### config.mk
export PLATFORM = sky130hd
export DESIGN_NAME = parking_gate_controller
export DESIGN_NICKNAME = d
export VERILOG_FILES = /design/src/rtl/parking_pkg.sv /design/src/rtl/gate_hold_timer.sv /design/src/rtl/parking_gate_controller.sv
export SDC_FILE = /design/constraint.sdc
export NUM_CORES = 1
export LEC_CHECK = 0
export BUFFER_PORTS_ARGS = -buffer_cell sky130_fd_sc_hd__buf_2
export CAP_MARGIN = 30
export CORE_MARGIN = 3
export CORE_UTILIZATION = 45
export CTS_CLUSTER_DIAMETER = 80
export DETAILED_ROUTE_END_ITERATION = 10
export SLEW_MARGIN = 20
export SYNTH_ARGS = -nofsm -noshare
export SYNTH_HDL_FRONTEND = slang
export SYNTH_HIERARCHICAL = 1
export SYNTH_SLANG_ARGS = --single-unit
### constraint.sdc
create_clock -name clk -period 2.9 [get_ports clk]
set_clock_uncertainty 0.15 [all_clocks]
set_input_delay 0.725 -clock clk [delete_from_list [all_inputs] [get_ports clk]]
set_output_delay 0.725 -clock clk [all_outputs]
set_load 0.005 [all_outputs]
### src/rtl/parking_pkg.sv
// Shared types and constants for the parking gate controller.
package parking_pkg;

  typedef enum logic [1:0] {
    ST_IDLE       = 2'd0,
    ST_ENTRY_OPEN = 2'd1,
    ST_EXIT_OPEN  = 2'd2
  } gate_state_e;

  localparam logic DIR_ENTRY = 1'b0;
  localparam logic DIR_EXIT  = 1'b1;

  localparam int DEFAULT_CAPACITY    = 8;
  localparam int DEFAULT_OPEN_CYCLES = 100;

endpackage

### src/rtl/gate_hold_timer.sv
// Counts the barrier-open window; done marks the final open cycle.
module gate_hold_timer #(
  parameter int OPEN_CYCLES = 100,
  parameter int TMR_W       = 8
) (
  input  logic clk,
  input  logic reset,
  input  logic start,
  output logic done
);

  logic [TMR_W-1:0] cnt_q, cnt_d;
  logic             run_q, run_d;

  assign done = run_q && (cnt_q == TMR_W'(OPEN_CYCLES - 1));

  // Load on start, count while running, park at zero once the window ends.
  always_comb begin
    cnt_d = cnt_q;
    run_d = run_q;
    if (start) begin
      cnt_d = '0;
      run_d = 1'b1;
    end else if (done) begin
      cnt_d = '0;
      run_d = 1'b0;
    end else if (run_q) begin
      cnt_d = cnt_q + TMR_W'(1);
    end else begin
      cnt_d = cnt_q;
    end
  end

  // Timer state register.
  always_ff @(posedge clk or posedge reset) begin
    if (reset) begin
      cnt_q <= '0;
      run_q <= 1'b0;
    end else begin
      cnt_q <= cnt_d;
      run_q <= run_d;
    end
  end

endmodule

### src/rtl/parking_gate_controller.sv
// Arbitrates the shared barrier between entry and exit lanes and tracks lot occupancy.
module parking_gate_controller
  import parking_pkg::*;
#(
  parameter int CAPACITY    = DEFAULT_CAPACITY,
  parameter int CNT_W       = 4,
  parameter int OPEN_CYCLES = DEFAULT_OPEN_CYCLES,
  parameter int TMR_W       = 8
) (
  input  logic             clk,
  input  logic             reset,
  input  logic             entry_req,
  input  logic             exit_req,
  output logic             gate_open,
  output logic             gate_dir,
  output logic [CNT_W-1:0] occupancy,
  output logic             full,
  output logic             empty,
  output logic             entry_denied,
  output logic             busy
);

  gate_state_e      state_q, state_d;
  logic             entry_pend_q, entry_pend_d;
  logic             exit_pend_q, exit_pend_d;
  logic [CNT_W-1:0] occ_q, occ_d;
  logic             gate_open_q, gate_dir_q, full_q, empty_q, denied_q, busy_q;
  logic             denied_d;
  logic             eff_entry_s, eff_exit_s;
  logic             start_s, done_s;

  assign eff_entry_s = entry_pend_q | entry_req;
  assign eff_exit_s  = exit_pend_q | exit_req;

  gate_hold_timer #(
    .OPEN_CYCLES(OPEN_CYCLES),
    .TMR_W      (TMR_W)
  ) u_timer (
    .clk  (clk),
    .reset(reset),
    .start(start_s),
    .done (done_s)
  );

  // Arbitration: pulses always merge into their pending flag unless consumed in IDLE.
  always_comb begin
    state_d      = state_q;
    entry_pend_d = eff_entry_s;
    exit_pend_d  = eff_exit_s;
    occ_d        = occ_q;
    denied_d     = 1'b0;
    start_s      = 1'b0;
    case (state_q)
      ST_IDLE: begin
        if (eff_exit_s && (occ_q != '0)) begin
          state_d     = ST_EXIT_OPEN;
          occ_d       = occ_q - CNT_W'(1);
          exit_pend_d = 1'b0;
          start_s     = 1'b1;
        end else begin
          // An exit with nobody inside is dropped; entry is still evaluated.
          exit_pend_d = 1'b0;
          if (eff_entry_s) begin
            entry_pend_d = 1'b0;
            if (occ_q != CNT_W'(CAPACITY)) begin
              state_d = ST_ENTRY_OPEN;
              occ_d   = occ_q + CNT_W'(1);
              start_s = 1'b1;
            end else begin
              denied_d = 1'b1;
            end
          end else begin
            entry_pend_d = 1'b0;
          end
        end
      end
      ST_ENTRY_OPEN, ST_EXIT_OPEN: begin
        if (done_s) begin
          state_d = ST_IDLE;
        end else begin
          state_d = state_q;
        end
      end
      default: begin
        state_d = ST_IDLE;
      end
    endcase
  end

  // State, pending flags and all registered outputs.
  always_ff @(posedge clk or posedge reset) begin
    if (reset) begin
      state_q      <= ST_IDLE;
      entry_pend_q <= 1'b0;
      exit_pend_q  <= 1'b0;
      occ_q        <= '0;
      gate_open_q  <= 1'b0;
      gate_dir_q   <= DIR_ENTRY;
      full_q       <= 1'b0;
      empty_q      <= 1'b1;
      denied_q     <= 1'b0;
      busy_q       <= 1'b0;
    end else begin
      state_q      <= state_d;
      entry_pend_q <= entry_pend_d;
      exit_pend_q  <= exit_pend_d;
      occ_q        <= occ_d;
      gate_open_q  <= (state_d != ST_IDLE);
      gate_dir_q   <= (state_d == ST_EXIT_OPEN) ? DIR_EXIT : DIR_ENTRY;
      full_q       <= (occ_d == CNT_W'(CAPACITY));
      empty_q      <= (occ_d == '0);
      denied_q     <= denied_d;
      busy_q       <= (state_d != ST_IDLE) | entry_pend_d | exit_pend_d;
    end
  end

  assign gate_open    = gate_open_q;
  assign gate_dir     = gate_dir_q;
  assign occupancy    = occ_q;
  assign full         = full_q;
  assign empty        = empty_q;
  assign entry_denied = denied_q;
  assign busy         = busy_q;

endmodule

# After elaboration in Yosys (flattened, before gate mapping)
# Index checks and enable logic that the tools add are counted.
# word_totals
ff_bits	23
latch_bits	0
mem_bits_rw	0
mem_bits_ro	0
in_bits	4
output_inout_bits	10
wordCells	60
memories	0
# classes
n_addsub	3
n_mul	0
div	0
n_lt_le_gt_ge	0
eq_ne	6
n_shift	0
n_mux	26
bitwise_logic	4
n_reduce_logical	9
# op_table
cell	n
$mux W8	3
$mux W4	4
$mux W1	14
$add A8 B1 Y8 const B	1
$eq A8 B7 Y1 const B	1
$mux W2	4
$add A4 B1 Y4 const B	1
$eq A2 B2 Y1 const B	2
$eq A4 B4 Y1 const B	1
$logic_not A4 Y1	1
$ne A4 B4 Y1 const B	1
$or A1 B1 Y1	4
$pmux W2 S2	1
$reduce_bool A2 Y1	2
$reduce_bool A4 Y1	1
$sub A4 B1 Y4 const B	1
$reduce_bool A3 Y1	1
$eq A2 B1 Y1 const B	1
$logic_and A1 B1 Y1	2
$logic_not A2 Y1	1
$reduce_or A2 Y1	1

# Longest topological paths before layout
# Gate-level depths: netlist of the first run.
# logic_depth
ltp_word	8
mapped_depth	10
mapped_depth_nobuf	9

# Cells and area by module
# The synthesis of the first run kept the hierarchy.
# modules_own_cells
module	instances	cells_each	area_each_um2	seq_area_each_um2
parking_gate_controller	1	82	795.8	351.6
gate_hold_timer	1	55	506.7	225.2

# Worst setup path after synthesis of the first run
# No wires, ideal clock.
# synth_path
path_kind	register to register
startpoint	register u_timer.cnt_q[0]
endpoint	register busy_q (netlist: busy)
setup_time_ps	139
arrival_ps	2345
t_required_ps	2611
setup_slack_ps	267
path_stages_with_launch	9
synth_period_minus_slack_ps	2633
path_cell_list	dfrtp_1 ha_1 or4b_4 or3_2 nor2_1 nor2b_1 o21ai_0 a21oi_2 or4_1
# synth_via
elab_chain_len	7
# synth_rtl
element	line	rtl
from (decl)	gate_hold_timer.sv:12	logic [TMR_W-1:0] cnt_q, cnt_d;
from (signal assigned)	gate_hold_timer.sv:40	cnt_q <= cnt_d;
$eq A8 B7 Y1	gate_hold_timer.sv:15	assign done = run_q && (cnt_q == TMR_W'(OPEN_CYCLES - 1));
$logic_and A1 B1 Y1	gate_hold_timer.sv:15	
named net done_s	parking_gate_controller.sv:30	logic start_s, done_s;
$mux W2	parking_gate_controller.sv:78	if (done_s) begin
$pmux W2 S2	parking_gate_controller.sv:53	case (state_q)
named net state_d[0]	parking_gate_controller.sv:23	gate_state_e state_q, state_d;
$reduce_bool A2 Y1	parking_gate_controller.sv:113	busy_q <= (state_d != ST_IDLE) | entry_pend_d | exit_pend_d;
$or A1 B1 Y1 (2 in a row)	parking_gate_controller.sv:113	
to (signal assigned)	parking_gate_controller.sv:113	
to (decl)	parking_gate_controller.sv:27	logic gate_open_q, gate_dir_q, full_q, empty_q, denied_q, busy_q;
# The timed path passes the listed nets, and every way through them passes these cells.
# A chain may end at the register's enable or synchronous reset.

# Final worst setup path of the first run
# layout_path
startpoint	register u_timer.cnt_q[1]
endpoint	register busy_q (netlist: busy)
# Same word-level chain as after synthesis.

==> reports/qor.yml, run 1 <==
status:
  outcome: "finished clean"
layout:
  drive_gt1_share_pct: 21.05
  regArea_sq_um: 576.8
  layout_common_cells: "dfrtp_1, nor2_1, buf_2"
  finish.utilization_pct: 54.69
  final_common_cell: "dfrtp_1"
  final_cells: 182
  multi_input_area_sq_um: 674.4
  fillers: 233
  nets: 162
  antenna-diode-count: 0
  area_delta_synth_final_pct: 9.702
placed_design:
  gp_congestion: 0.9024
  portBuffers: 13
  dp.cells: 177
  hpwl_um: 1982
synthesis:
  synth_edf_count: 0
  syn_nets: 146
  ys_types: 47
  async_flop_share_pct: 100.0
  synth_flop_cell: "dfrtp_1"
  syn_area_sq_um: 1302
  yosys_warnings: 6
  synth-seq-cells: 23
  ys_seq_area_share_pct: 44.28
  syn_area_per_cell_sq_um: 9.507
  syn-instance-count: 137
detailed_routing:
  wl_per_cell_um: 14.39
  dr.pass1.iters: 4
  first_iter_violations: 56
  viasPerCell: 5.791
  drc: 0
  vias: 1054
  wl_um: 2619
  ant_nets: 0
setup_path:
  rr_worst_depth: 8
  cpMaxStageDelayCell: "or4_1"
  path_cells: "ha_1 > or4b_4 > or3_2 > nor2_1 > nor2b_1 > o21ai_1 > a21oi_2 > or4_1"
  required_ns: 2.93
  crit_path_start_kind: "flip-flop"
  r2r-start: "u_timer/cnt_q[1]"
  critPathMaxFanout: 4
  worst_setup_path_end_kind: "flip-flop"
  crit_type: "reg -> reg"
  timing.rr.end: "busy"
  r2r_setup_slack_ns: 0.19
  arrival_ns: 2.74
  max_stage_delay_ns: 0.50
timing:
  drv_slew: 0
  fin_setup_tns_ns: 0
  hold_slack_ns: 0.2098
  rsz0062_at_grt: "no"
  slew_headroom_pct: 63.07
  fin_crit_ns: 2.710
  worstMarginPinSlew_ns: 0.5533
  setup_viol_count_final: 0
  fmax_mhz: 368.9
  period_share_pct: 93.46
  report.final.hold_viol_count: 0
cts:
  htreeDepth: 1
  cts_tree: "yes"
  clk_pin_slew_ns: 0.12
  cts_hold_buf: 0
  cts_buffers: 3
  cts_sinks: 23
  cts_root_buf: "clkbuf_4"
  clockBufferDepth: 2
  clk-insertion-delay-late_ns: 0.30
floorplanning:
  start_util_pct: 49.86
  die_x_um: 59.80
  num_rows: 18
  dieArea_sq_um: 3576
  die_h_um: 59.80
  core-area_sq_um: 2613
  ios: 14
min_path:
  hold_path_class: "in -> async"
global_route:
  grt_use_total_pct: 16.33
  antenna_found_initial: 0
  first_global_vias: 1073
  overflow: 0
  grt_pass1_wl_um: 4505
  grt_max_degree: 15
pwr:
  leakage_nw: 0.6699
  powerDensity_nw_per_um2: 1031
  irDropWorstVdd_v: 0.0005358
  finalPower_mw: 1.474
flow_run:
  maxCapViolations: 0
-- flip-flops by register name, summed over array words and instances, names as in the netlist --
name / cells
gate_dir: 1
empty: 1
full: 1
exit_pend_q: 1
gate_open: 1
occupancy: 4
entry_pend_q: 1
u_timer/run_q: 1
entry_denied: 1
u_timer/cnt_q: 8
busy: 1
state_q: 2
-- kinds of logic after synthesis --
kind of cell / synth area share [%]
adder cells (fa/ha/maj): 4.803
AND/OR/NAND/NOR: 29.20
XOR/XNOR: 1.922
AO/OA/AOI/OAI: 15.08
buffers and inverters: 3.939
multiplexers: 0.7685
flip-flops: 44.28
-- timing repair --
action                     4_1_cts  5_1_grt
gates resized for setup          0        1
setup buffers                    0        1
setup endpoints to repair        0        1
-- critical path: cells and delay by family, from the launching register on --
| family | cells | cell delay [ns] |
|---|---|---|
| adders and majority gates | 1 | 0.19 |
| and+or+nand+nor | 5 | 1.59 |
| DFF | 1 | 0.40 |
| AOI/OAI and AO/OA | 2 | 0.26 |
-- worst max path at each step --
stage,from,to,slack [ns],depth (start not counted)
CTS,u_timer/cnt_q[0],busy,0.11,8
global placement,u_timer/cnt_q[0],busy,0.21,8
finish,u_timer/cnt_q[1],busy,0.19,8
global route,u_timer/cnt_q[1],busy,0.07,8
detailed placement,u_timer/cnt_q[0],busy,0.14,8
floorplan,u_timer/cnt_q[0],busy,0.27,8
-- metal layers --
| metal | vias up | track usage, % | part of all wire (%) |
|---|---|---|---|
| met4 | 0 | 7.911 | 0.57 |
| met5 | - | 0 | 0 |
| li1 | 519 | - | - |
| met3 | 2 | 2.160 | 3.3 |
| met1 | 517 | 18.94 | 44 |
| met2 | 16 | 29.17 | 52 |
-- through the flow --
| stage | area (sq um) | setup slack, ns |
|---|---|---|
| floorplan | 1303 | 0.2669 |
| global placement | 1395 | 0.2090 |
| detailed placement | 1395 | 0.1377 |
| CTS | 1421 | 0.1085 |
| global route | 1429 | 0.07179 |
| finish | 1429 | 0.1896 |
-- Yosys cell counts (2+ instances only) --
master	number	area share, %
a21oi_1	3	1.2
o22ai_1	2	0.96
nor2b_1	4	1.9
nor4_1	2	0.96
inv_1	8	2.3
a211oi_1	2	1.2
or3_1	2	0.96
nand3_1	8	3.1
dfrtp_1	22	42
nor2_1	14	4.0
or4_1	2	1.2
nand2_1	11	3.2
buf_2	2	0.77
and3_1	3	1.4
a31oi_1	2	0.96
nor3b_2	2	1.9
nand2b_1	3	1.4
a21oi_2	2	1.3
or2_1	3	1.4
and3_2	2	1.2
clkbuf_1	2	0.58
nor3_1	4	1.5
o21ai_0	4	1.5
ha_1	5	4.8
-- layout make-up --
type                            count  share of cell area [%]
Clock buffer                        4                   1.839
Inverter                            9                   2.364
Tap cell                           30                   2.627
Timing Repair Buffer               15                   5.604
Multi-Input combinational cell    101                   47.20
Sequential cell                    23                   40.37
-- power breakdown --
group          switching [mW]  leakage, nW  internal [mW]  total (mW)
clock                  0.0905       0.0150         0.0536       0.144
sequential              0.121        0.288          0.437       0.558
combinational           0.425        0.367          0.346       0.771
total                   0.637        0.670          0.837        1.47
(Power assumes the default switching activity.)
==> run 2: changes to the inputs <==
CORE_ASPECT_RATIO = 2   (was unset)
==> run 2 against run 1 <==
Fmax shrank 2.2%. Critical path depth is the same. Largest power group unchanged. Die area increased by 1.1%. Critical endpoint unchanged. Final cell count shrank 1.1%. Worst hold slack improved by 0.064 ns. Non-clock buffer count decreased by 1.
==> reports/qor.yml, run 2 (synthesis results as in run 1) <==
layout:
  nets: 161  # -0.62%
  fillers: 261  # +12%
  final_cells: 180  # -1.1%
  finish.utilization_pct: 51.94  # -2.8 points
  antenna-diode-count: 0  # unchanged
  largest_register: "u_timer/cnt_q"
  drive_gt1_share_pct: 20.53  # -0.52 points
  final_common_cell: "dfrtp_1"
  largest_reg_flops: 8  # unchanged
  area_delta_synth_final_pct: 10.47
  layout_common_cells: "dfrtp_1, nor2_1, buf_2"
global_route:
  antenna_found_initial: 0  # unchanged
  grt_max_degree: 15  # unchanged
  first_global_vias: 1037  # -3.4%
  grt_pass1_wl_um: 4602  # +2.2%
  overflow: 0  # unchanged
  grt_use_total_pct: 16.73  # +0.40 points
detailed_routing:
  wl_um: 2685  # +2.5%
  vias: 1046  # -0.76%
  ant_nets: 0  # unchanged
  first_iter_violations: 33  # -41%
  viasPerCell: 5.811  # +0.34%
  drc: 0  # unchanged
  dr.pass1.iters: 4  # unchanged
  wl_per_cell_um: 14.92  # +3.7%
pwr:
  comb_power_share_pct: 50.2  # -2.1 points
  clkPwrFrac_pct: 12.6  # +2.8 points
  powerDensity_nw_per_um2: 1049  # +1.7%
  p_int_uw: 872.7  # +4.3%
  switching_share_pct: 42.15  # -1.1 points
  finalPower_mw: 1.509  # +2.4%
  power.net_switching_uw: 636.0  # -0.18%
  pwr-share-seq_pct: 37.2  # -0.7 points
  leakage_nw: 0.6726  # +0.40%
  irDropWorstVdd_v: 0.0004354  # -19%
placed_design:
  dp.cells: 176  # -0.56%
  hpwl_um: 2098  # +5.9%
  gp_congestion: 0.8312  # -7.9%
  portBuffers: 13  # unchanged
setup_path:
  cpMaxStageDelayCell: "or4_1"
  max_stage_delay_ns: 0.50  # about the same
  critPathMaxFanout: 5  # +1
  rr_worst_depth: 8  # unchanged
  arrival_ns: 2.75  # about the same
  worst_setup_path_end_kind: "flip-flop"
  path_cells: "ha_1 > or4b_4 > or3_2 > nor2_1 > nor2b_1 > o21ai_0 > a21oi_2 > or4_1"
  required_ns: 2.88  # -0.05 ns
  crit_type: "reg -> reg"
  crit_path_start_kind: "flip-flop"
cts:
  clk-insertion-delay-late_ns: 0.26  # -0.04 ns
  cts_root_buf: "clkbuf_8"
  cts_resized: 0  # unchanged
  cts_tree: "yes"
  clk_pin_slew_ns: 0.08  # -0.04 ns
  cts_buffers: 3  # unchanged
  cts_hold_buf: 0  # unchanged
  cts_setup_buffers: 0  # unchanged
  clockBufferDepth: 2  # unchanged
  cts_sinks: 23  # unchanged
  htreeDepth: 1  # unchanged
timing:
  rsz0062_at_grt: "no"
  slew_headroom_pct: 63.32  # +0.25 points
  period_share_pct: 95.59  # +2.1 points
  setup_viol_count_final: 0  # unchanged
  drv_slew: 0  # unchanged
  worstMarginPinSlew_ns: 0.5496  # -0.003686 ns
  fmax_mhz: 360.7  # -2.2%
  fin_crit_ns: 2.772  # +0.06160 ns
  fin_setup_tns_ns: 0  # unchanged
  report.final.hold_viol_count: 0  # unchanged
floorplanning:
  dieArea_sq_um: 3615  # +1.1%
  core-area_sq_um: 2770  # +6.0%
  ios: 14  # unchanged
  die_x_um: 44.04  # -26%
  die_h_um: 82.09  # +37%
  num_rows: 27  # +9
  start_util_pct: 47.02  # -2.8 points
flow_run:
  maxCapViolations: 0  # unchanged
min_path:
  hold_path_class: "in -> async"
status:
  outcome: "finished clean"
run 2: cell types whose count changed in the layout (fill, tap and decap cells not counted):
| cell | before | now |
|---|---|---|
| clkbuf_4 | 3 | 0 |
| o21ai_1 | 2 | 1 |
| clkbuf_8 | 0 | 3 |
| o21ai_0 | 3 | 4 |
| buf_4 | 2 | 1 |
run 2: per-layer routing:
layer | global-route usage [%] | wire length [um]
met1 | 17.59 | 1021
met2 | 31.43 | 1532
met3 | 2.193 | 70
met4 | 7.553 | 59
met5 | 0 | 0
run 2: worst max-delay path, delay by kind of cell (launching register included):
family	cells	cell delay (ns)
AO/OA/AOI/OAI	2	0.31
adder cells (fa/ha/maj)	1	0.20
flip-flops	1	0.41
AND/OR/NAND/NOR	5	1.57
run 2: area by class of cell:
cell class	instances	area, sq um	area share (%)
Inverter	9	33.78	2.348
Tap cell	29	36.28	2.522
Timing Repair Buffer	14	72.57	5.043
Clock buffer	4	45.04	3.130
Multi-Input combinational cell	101	674.4	46.87
Sequential cell	23	576.8	40.09
run 2: power groups by stage:
stage                     clock network (mW)  logic (mW)  registers (mW)
after floorplan                            0       0.574           0.536
after global placement                     0       0.750           0.561
after detailed placement                   0       0.758           0.563
after CTS                              0.203       0.762           0.557
after global routing                   0.215       0.859           0.582
final                                  0.190       0.758           0.561
run 2: final timing paths:
path                                     to        startpoint  slack, ns
max                                    busy  u_timer/cnt_q[0]       0.13
min                        u_timer/cnt_q[2]             reset       0.27
max reg2reg                            busy  u_timer/cnt_q[0]       0.13
min reg2reg                u_timer/cnt_q[7]  u_timer/cnt_q[7]       0.37
max in group asynchronous             empty             reset       1.87
min in group clk           u_timer/cnt_q[7]  u_timer/cnt_q[7]       0.37
run 2: stage by stage:
| stage | setup slack [ns] | area (sq um) | hold WS, ns |
|---|---|---|---|
| after floorplan | 0.2669 | 1303 | 0.3242 |
| after global placement | 0.2033 | 1394 | 0.3460 |
| after detailed placement | 0.1433 | 1394 | 0.3509 |
| after CTS | 0.1231 | 1439 | 0.2758 |
| after global routing | 0.03627 | 1439 | 0.2808 |
| final | 0.1280 | 1439 | 0.2735 |
